## src/rtl/sha_digest_tx.sv

```systemverilog
// sha_digest_tx - serialises SHA digest results into a valid/ready byte stream.
//
// A digest arrives as a one-cycle ivalid pulse carrying {iid, ilen, isha}. The
// core cannot be stalled, so entries go into a small FIFO. The head entry is
// then sent as a frame of bytes with tvalid/tready/tlast, and tid/tlen held
// constant for the whole frame. The head stays in the FIFO until its last byte
// handshakes, so the FIFO holds 2**FIFO_AW digests including the one in flight.
//
// Optional build macro: SHA_DIGEST_TX_HEX_EN
//   undefined : raw frames, DIGEST_BYTES bytes, most significant byte first
//   defined   : lowercase ASCII hex, high nibble first, then 0x0A carrying tlast
//               (2*DIGEST_BYTES+1 bytes per frame)
//
// Ports:
//   clk, rstn          clock (rising edge), asynchronous active-low reset
//   ivalid/iid/ilen/isha  digest input, no backpressure
//   tvalid/tready/tlast/tdata  byte stream output
//   tid/tlen           id and length of the frame being sent
//   ovf                sticky flag, set when a digest is dropped on a full FIFO
module sha_digest_tx #(
  parameter int DIGEST_BYTES = 48,
  parameter int FIFO_AW      = 2
) (
  input  logic                      clk,
  input  logic                      rstn,
  input  logic                      ivalid,
  input  logic [31:0]               iid,
  input  logic [60:0]               ilen,
  input  logic [DIGEST_BYTES*8-1:0] isha,
  output logic                      tvalid,
  input  logic                      tready,
  output logic                      tlast,
  output logic [31:0]               tid,
  output logic [60:0]               tlen,
  output logic [7:0]                tdata,
  output logic                      ovf
);

  localparam int DW    = DIGEST_BYTES * 8;
  localparam int DEPTH = 2 ** FIFO_AW;
  localparam int PW    = FIFO_AW + 1;
`ifdef SHA_DIGEST_TX_HEX_EN
  localparam int FRAME_LEN = 2 * DIGEST_BYTES + 1;
`else
  localparam int FRAME_LEN = DIGEST_BYTES;
`endif
  localparam int CW = $clog2(FRAME_LEN);
  localparam logic [CW-1:0] LAST_IDX = CW'(FRAME_LEN - 1);

  typedef enum logic [0:0] {
    ST_IDLE = 1'b0,
    ST_SEND = 1'b1
  } state_t;

  // Byte k of the frame built from digest d.
  function automatic logic [7:0] frame_byte(input logic [DW-1:0] d, input logic [CW-1:0] k);
    logic [DW-1:0] v_sh;
`ifdef SHA_DIGEST_TX_HEX_EN
    logic [3:0] v_nib;
    v_sh  = d << {k, 2'b00};
    v_nib = v_sh[DW-1 -: 4];
    if (k == LAST_IDX) begin
      frame_byte = 8'h0A;
    end else if (v_nib < 4'd10) begin
      frame_byte = 8'h30 + {4'h0, v_nib};
    end else begin
      // 'a' (0x61) minus 10
      frame_byte = 8'h57 + {4'h0, v_nib};
    end
`else
    v_sh       = d << {k, 3'b000};
    frame_byte = v_sh[DW-1 -: 8];
`endif
  endfunction

  logic [31:0]   r_mem_id  [DEPTH];
  logic [60:0]   r_mem_len [DEPTH];
  logic [DW-1:0] r_mem_sha [DEPTH];
  logic [PW-1:0] r_wr_ptr, r_rd_ptr;
  logic          r_ovf;

  state_t        r_state, w_state_nxt;
  logic [CW-1:0] r_cnt, w_cnt_nxt, w_cnt_inc;
  logic          r_tvalid, w_tvalid_nxt;
  logic          r_tlast, w_tlast_nxt;
  logic [7:0]    r_tdata, w_tdata_nxt;
  logic [31:0]   r_tid, w_tid_nxt;
  logic [60:0]   r_tlen, w_tlen_nxt;

  logic          w_full, w_empty, w_push, w_pop;
  logic [31:0]   w_head_id;
  logic [60:0]   w_head_len;
  logic [DW-1:0] w_head_sha;

  // Full is judged before any same-edge pop, so a pop never makes room for a push.
  assign w_empty    = (r_wr_ptr == r_rd_ptr);
  assign w_full     = (r_wr_ptr[FIFO_AW] != r_rd_ptr[FIFO_AW]) &&
                      (r_wr_ptr[FIFO_AW-1:0] == r_rd_ptr[FIFO_AW-1:0]);
  assign w_push     = ivalid & ~w_full;
  assign w_head_id  = r_mem_id[r_rd_ptr[FIFO_AW-1:0]];
  assign w_head_len = r_mem_len[r_rd_ptr[FIFO_AW-1:0]];
  assign w_head_sha = r_mem_sha[r_rd_ptr[FIFO_AW-1:0]];
  assign w_cnt_inc  = r_cnt + CW'(1);

  // FIFO storage; contents need no reset because the pointers define validity.
  always_ff @(posedge clk) begin
    if (w_push) begin
      r_mem_id[r_wr_ptr[FIFO_AW-1:0]]  <= iid;
      r_mem_len[r_wr_ptr[FIFO_AW-1:0]] <= ilen;
      r_mem_sha[r_wr_ptr[FIFO_AW-1:0]] <= isha;
    end
  end

  // FIFO pointers and sticky overflow flag.
  always_ff @(posedge clk or negedge rstn) begin
    if (!rstn) begin
      r_wr_ptr <= {PW{1'b0}};
      r_rd_ptr <= {PW{1'b0}};
      r_ovf    <= 1'b0;
    end else begin
      if (w_push) begin
        r_wr_ptr <= r_wr_ptr + PW'(1);
      end
      if (w_pop) begin
        r_rd_ptr <= r_rd_ptr + PW'(1);
      end
      if (ivalid && w_full) begin
        r_ovf <= 1'b1;
      end
    end
  end

  // FSM state and registered stream outputs.
  always_ff @(posedge clk or negedge rstn) begin
    if (!rstn) begin
      r_state  <= ST_IDLE;
      r_cnt    <= {CW{1'b0}};
      r_tvalid <= 1'b0;
      r_tlast  <= 1'b0;
      r_tdata  <= 8'h00;
      r_tid    <= 32'h0;
      r_tlen   <= 61'h0;
    end else begin
      r_state  <= w_state_nxt;
      r_cnt    <= w_cnt_nxt;
      r_tvalid <= w_tvalid_nxt;
      r_tlast  <= w_tlast_nxt;
      r_tdata  <= w_tdata_nxt;
      r_tid    <= w_tid_nxt;
      r_tlen   <= w_tlen_nxt;
    end
  end

  // Next-state and next-output logic; outputs hold unless a handshake or load occurs.
  always_comb begin
    w_state_nxt  = r_state;
    w_cnt_nxt    = r_cnt;
    w_tvalid_nxt = r_tvalid;
    w_tlast_nxt  = r_tlast;
    w_tdata_nxt  = r_tdata;
    w_tid_nxt    = r_tid;
    w_tlen_nxt   = r_tlen;
    w_pop        = 1'b0;
    case (r_state)
      ST_IDLE: begin
        if (!w_empty) begin
          w_state_nxt  = ST_SEND;
          w_cnt_nxt    = {CW{1'b0}};
          w_tvalid_nxt = 1'b1;
          w_tlast_nxt  = 1'b0;
          w_tdata_nxt  = frame_byte(w_head_sha, {CW{1'b0}});
          w_tid_nxt    = w_head_id;
          w_tlen_nxt   = w_head_len;
        end else begin
          w_tvalid_nxt = 1'b0;
          w_tlast_nxt  = 1'b0;
        end
      end
      ST_SEND: begin
        if (r_tvalid && tready) begin
          if (r_cnt == LAST_IDX) begin
            // Frame done: release the head; IDLE gives the one-cycle gap.
            w_pop        = 1'b1;
            w_tvalid_nxt = 1'b0;
            w_tlast_nxt  = 1'b0;
            w_state_nxt  = ST_IDLE;
          end else begin
            w_cnt_nxt   = w_cnt_inc;
            w_tdata_nxt = frame_byte(w_head_sha, w_cnt_inc);
            w_tlast_nxt = (w_cnt_inc == LAST_IDX);
          end
        end else begin
          w_tvalid_nxt = r_tvalid;
        end
      end
      default: begin
        w_state_nxt  = ST_IDLE;
        w_tvalid_nxt = 1'b0;
        w_tlast_nxt  = 1'b0;
      end
    endcase
  end

  assign tvalid = r_tvalid;
  assign tlast  = r_tlast;
  assign tdata  = r_tdata;
  assign tid    = r_tid;
  assign tlen   = r_tlen;
  assign ovf    = r_ovf;

endmodule

```

## config.mk

```make
export PLATFORM = sky130hd
export DESIGN_NAME = sha_digest_tx
export DESIGN_NICKNAME = d
export VERILOG_FILES = /design/src/rtl/sha_digest_tx.sv
export SDC_FILE = /design/constraint.sdc
export NUM_CORES = 2
export LEC_CHECK = 0
export ABC_AREA = 0
export ABC_CLOCK_PERIOD_IN_PS = 13260
export CAP_MARGIN = 20
export CORE_MARGIN = 4
export CORE_UTILIZATION = 52
export CTS_CLUSTER_DIAMETER = 40
export CTS_CLUSTER_SIZE = 12
export DETAILED_ROUTE_END_ITERATION = 12
export PLACE_DENSITY = 0.81
export SETUP_SLACK_MARGIN = 0.05
export SYNTH_ARGS = -nofsm -noshare
export SYNTH_HDL_FRONTEND = slang
export SYNTH_SLANG_ARGS = --single-unit
```

## constraint.sdc

```tcl
create_clock -name clk -period 13.26 [get_ports clk]
set_input_delay 1.326 -clock clk [delete_from_list [all_inputs] [get_ports clk]]
set_output_delay 1.326 -clock clk [all_outputs]
set_load 0.05 [all_outputs]
```

Word-level counts from Yosys, hierarchy flattened --
Memories as Yosys holds them, arrays and structs flattened. A register that Yosys moved wholly into a read port is not among the register bits. Index checks and enable logic that the tools add are counted.
Storage, ports and cells: register bits 24, memories kept 3, input bits 481, memory bits (read-only) 0, output and inout bits 104, word-level logic and storage cells 59, memory bits (writable) 1908, latch bits 0
Memories:
- r_mem_sha | depth 4, width 384, read ports 1, clocked after Yosys merged registers in 0, wr ports 1, RTL line 78 | logic [DW-1:0] r_mem_sha [DEPTH];
- r_mem_len | depth 4, width 61, read ports 1, clocked after Yosys merged registers in 1, wr ports 1, RTL line 77 | logic [60:0] r_mem_len [DEPTH];
- r_mem_id | depth 4, width 32, read ports 1, clocked after Yosys merged registers in 1, wr ports 1, RTL line 76 | logic [31:0] r_mem_id [DEPTH];
Cells by class: mux-type cells 23, divide/modulo/power cells 0, shifts and indexed selects 1, add/subtract/negate cells 3, reductions and logical operators 8, multipliers 0, magnitude comparators 0, eq/ne operators 9, bitwise gates (word level) 4
Operators by type and width (count):
- 384-bit by 9-bit left shift with 384-bit output | 1
- 8-bit two-way mux | 3
- 6-bit two-way mux | 3
- 8-bit one-hot mux with 2 select lines | 1
- 6-bit equality test, second input constant | 2
- 1-bit two-way mux | 12
- 6-bit one-hot mux with 2 select lines | 1
- 3-bit by 1-bit adder with 3-bit output, second input constant | 2
- 6-bit by 1-bit adder with 6-bit output, second input constant | 1
- 1-bit one-hot mux with 2 select lines | 3
- 2-bit by 1-bit inequality test with 1-bit output, second input constant | 2
- 2-bit inequality test, second input constant | 2
- 2-bit AND reduction | 2
- 3-bit equality test | 1
- 1-bit logical AND | 3
- 1-bit NOT | 3
- 3-bit AND reduction | 1
- 2-bit equality test | 1
- 1-bit logical NOT | 2
- 1-bit AND | 1
- 1-bit inequality test | 1

Longest topological paths before layout --
depth after elaboration 6, gate-level depth with buffers 12, mapped depth without buffers 9

Worst setup path before layout --
Ideal clock, no wire load.
kind input -> register, from input ivalid, to memory r_mem_id[3][0] (enable), data required time 12353 ps, stages on the path 2, arrival 12387 ps, slack -34 ps, cells stage by stage o21a_1 -> and2_1
On the way: longest elaborated chain between the ends 3
Ends and longest elaborated chain:
- from (decl) | RTL line 26 | input logic ivalid,
- 1-bit AND | RTL line 99 | assign w_push = ivalid & ~w_full;
- 1-bit two-way mux | RTL line 107 | if (w_push) begin
- 1-bit two-way mux (implied by the code) | RTL line 108 | r_mem_id[r_wr_ptr[FIFO_AW-1:0]] <= iid;
- to (decl) | RTL line 76
No other way between the ends.

Worst setup path after layout --
from register r_rd_ptr[0], to register r_tdata[7], in the netlist tdata[7]
On the way: longest elaborated chain between the ends 5, elaborated cells on any way between the ends 9, those cells by class eq/ne (2); shift (1); mux (4); reduce/logical (1); memory (1)
Ends and longest elaborated chain:
- from (decl) | RTL line 79 | logic [PW-1:0] r_wr_ptr, r_rd_ptr;
- from (signal assigned) | RTL line 118 | r_rd_ptr <= {PW{1'b0}};
- from (signal assigned) | RTL line 125 | r_rd_ptr <= r_rd_ptr + PW'(1);
- memory 4 x 384 bit
- 384-bit by 9-bit left shift with 384-bit output | RTL line 71 | v_sh = d << {k, 3'b000};
- 8-bit two-way mux | RTL line 181 | if (r_cnt == LAST_IDX) begin
- 8-bit two-way mux | RTL line 180 | if (r_tvalid && tready) begin
- 8-bit one-hot mux with 2 select lines | RTL line 164 | case (r_state)
- to (signal assigned) | RTL line 148 | r_tdata <= w_tdata_nxt;
- to (decl) | RTL line 86 | logic [7:0] r_tdata, w_tdata_nxt;
Several ways; a longest one is shown, not always the timed one. The select of a mux whose other input is x is not followed. A chain may end at the register's enable or synchronous reset.

==> impl_metrics.py <==
metrics = {
    "yosys": {
        "synthMostInstantiatedCell": "edfxtp_1",
        "syn_nets": 3870,
        "yosys_warnings": 0,
        "yosys.area.top_type": "edfxtp_1",
        "synthCells": 3382,
        "synth_area_leaders": "edfxtp_1 75%, mux4_2 13%, dfrtp_1 3.8%",
        "ys_async_sr_fraction": 0.0578,
        "netlist_area_um2": 76500,
        "synth-seq-area-share": 0.788,
        "ys_types": 52,
        "ys_top_cells_by_count": "1908 x edfxtp_1, 448 x mux4_2, 150 x mux2_2, 125 x nand2_1, 117 x dfrtp_1",
        "synth_edf_count": 1908,
        "synth-main-ff-cell": "edfxtp_1",
        "synth_top_area_frac": 0.749,
        "avgSynthCellArea_um2": 22.6,
        "synth_seq_cells": 2025,
    },
    "drt": {
        "dr.pass1.iters": 7,
        "wl_per_cell_um": 30.8,
        "drt-total-wl_um": 192000,
        "drt_iter0_markers": 4344,
        "vias_per_cell": 6.16,
        "remaining_drc_errors": 0,
        "vias": 38500,
        "antenna_left": 0,
    },
    "sta": {
        "whs_ns": 0.503,
        "slew_headroom": 0.218,
        "finalCritPeriodShare": 0.385,
        "maxSlewViolCount": 0,
        "skew_ns": 0.0466,
        "finalHoldViolations": 0,
        "setup_violations": 0,
        "finalSetupTns_ns": 0,
        "min_period_ns": 5.11,
        "fmax_mhz": 196,
        "worst_slew_pin_slew_ns": 1.17,
        "rsz0062_at_grt": "no",
    },
    "clock_tree": {
        "clockBufferDepth": 3,
        "post_cts_buffers": 0,
        "ctsResizeCount": 0,
        "hold_buffers": 0,
        "cts_sinks": 2025,
        "clock_latency_ns": 0.84,
        "cts_buffers": 231,
        "cts_tree": "yes",
        "htree_levels": 4,
        "cts-root-buf": "clkbuf_16",
        "clk_pin_slew_worst_paths_ns": 0.06,
    },
    "worst_setup_path": {
        "crit_path_start": "r_rd_ptr[0]$_DFFE_PN0P_",
        "cp-start-kind": "flop",
        "slowest_delay_ns": 0.75,
        "crit_slowest_cell": "buf_4",
        "critPathArrivalTime_ns": 5.78,
        "cp.depth": 8,
        "worstPathRequired_ns": 13.94,
        "critical-path-top-delay-family": "buffers and inverters",
        "path_max_fanout": 94,
        "crit_buf_inv": 3,
        "reg2reg_depth": 8,
        "endpoint_kind": "flop",
        "path_cells": "buf_4 > buf_12 > buf_4 > mux4_2 > a22oi_1 > a21oi_1 > o41ai_1 > a21oi_1",
        "critPathKind": "reg2reg",
        "r2r-start": "r_rd_ptr[0]$_DFFE_PN0P_",
    },
    "grt": {
        "first_global_vias": 39700,
        "grt_pass1_wl_um": 276000,
        "antenna_found_initial": 107,
        "grt_overflow": 0,
        "gr-usage-all-layers": 0.250,
        "grt_max_degree": 169,
    },
    "power_and_ir_drop": {
        "powerDensity_nw_per_um2": 218,
        "ir_worst_vdd_v": 0.000185,
        "p_leak_nw": 29.6,
    },
    "outcome": {
        "outcome": "finished clean",
    },
    "min_path": {
        "min_path_type": "in2async",
    },
    "final_layout": {
        "area_growth_pct": 20.9,
        "nets": 4575,
        "drive_gt1_frac": 0.242,
        "fillers": 9448,
    },
    "flow_run": {
        "drv_cap": 0,
    },
    "floorplan": {
        "die_w_um": 391,
        "dieArea_um2": 153000,
        "core_area_um2": 146000,
        "die_height_um": 391,
        "start_util": 0.524,
        "rows": 140,
        "boundaryPins": 585,
    },
    "placed_design": {
        "dp_hpwl_um": 117000,
        "io_buffers": 584,
        "gp_congestion": 0.829,
    },
}
## cell families after synthesis
group,after synthesis,share of synthesized area
flops,2025,0.788
compound gates,280,0.0244
buf+inv,180,0.0117
mux,622,0.157
fa+ha+maj,7,0.00115
xor+xnor,14,0.00190
simple gates,254,0.0161
## where the power goes
group          switching (W)  internal (W)
sequential          0.000364       0.00844
combinational        0.00319       0.00184
clock                0.00256       0.00376
## state kept, by name (all words and copies together), names as in the netlist, 3 cells and up
register	count
tdata	8
r_mem_len	244
r_mem_sha	1536
tlen	61
r_cnt	6
r_wr_ptr	3
r_mem_id	128
r_rd_ptr	3
tid	32
## per-layer routing
metal / share of wire / track usage / up-vias
li1: - / - / 15800
met1: 0.36 / 0.326 / 20100
met2: 0.49 / 0.401 / 2095
met3: 0.11 / 0.0813 / 403
met4: 0.030 / 0.0859 / 56
met5: 0.0020 / 0 / -
## final timing paths
path | end | slack [ns]
max | tdata[7]$_DFFE_PN0P_ | 8.15
min | tid[20]$_DFFE_PN0P_ | 0.50
max reg2reg | tdata[7]$_DFFE_PN0P_ | 8.15
min reg2reg | tlen[37]$_DFFE_PN0P_ | 0.50
max in group asynchronous | tlen[30]$_DFFE_PN0P_ | 11.37
min in group clk | tlen[37]$_DFFE_PN0P_ | 0.50
## cell type report
type / count / area, µm² / share of cell area
Timing Repair Buffer: 646 / 6470 / 0.0700
Sequential cell: 2025 / 60200 / 0.652
Inverter: 6 / 22.5 / 0.000244
Antenna cell: 67 / 168 / 0.00181
Tap cell: 1917 / 2400 / 0.0259
Clock buffer: 285 / 6110 / 0.0661
Clock inverter: 125 / 1600 / 0.0173
Multi-Input combinational cell: 1177 / 15500 / 0.167
## placed cells by master, fill, tap and decap left out, drive strengths merged, types with 67 or more instances in the layout
cell,instances
clkbuf,286
mux4,448
edfxtp,1908
a22oi,81
clkdlybuf4s50,583
diode,67
nand2,125
a21oi,75
mux2,150
dfrtp,117
## through the flow
step           power (W)  cell area (µm²)  setup slack, ns  cells  utilization
6_report          0.0202            92400             8.15   6248        0.634
5_1_grt           0.0209            92300             7.78   6201        0.633
4_1_cts           0.0203            92200             8.08   6177        0.632
3_5_place_dp      0.0139            84500             7.77   5767        0.579
3_3_place_gp      0.0138            84500             7.76   5766        0.579
2_1_floorplan     0.0123            76500             5.41   3382            -
No activity file was read; power rests on OpenSTA's default activity.
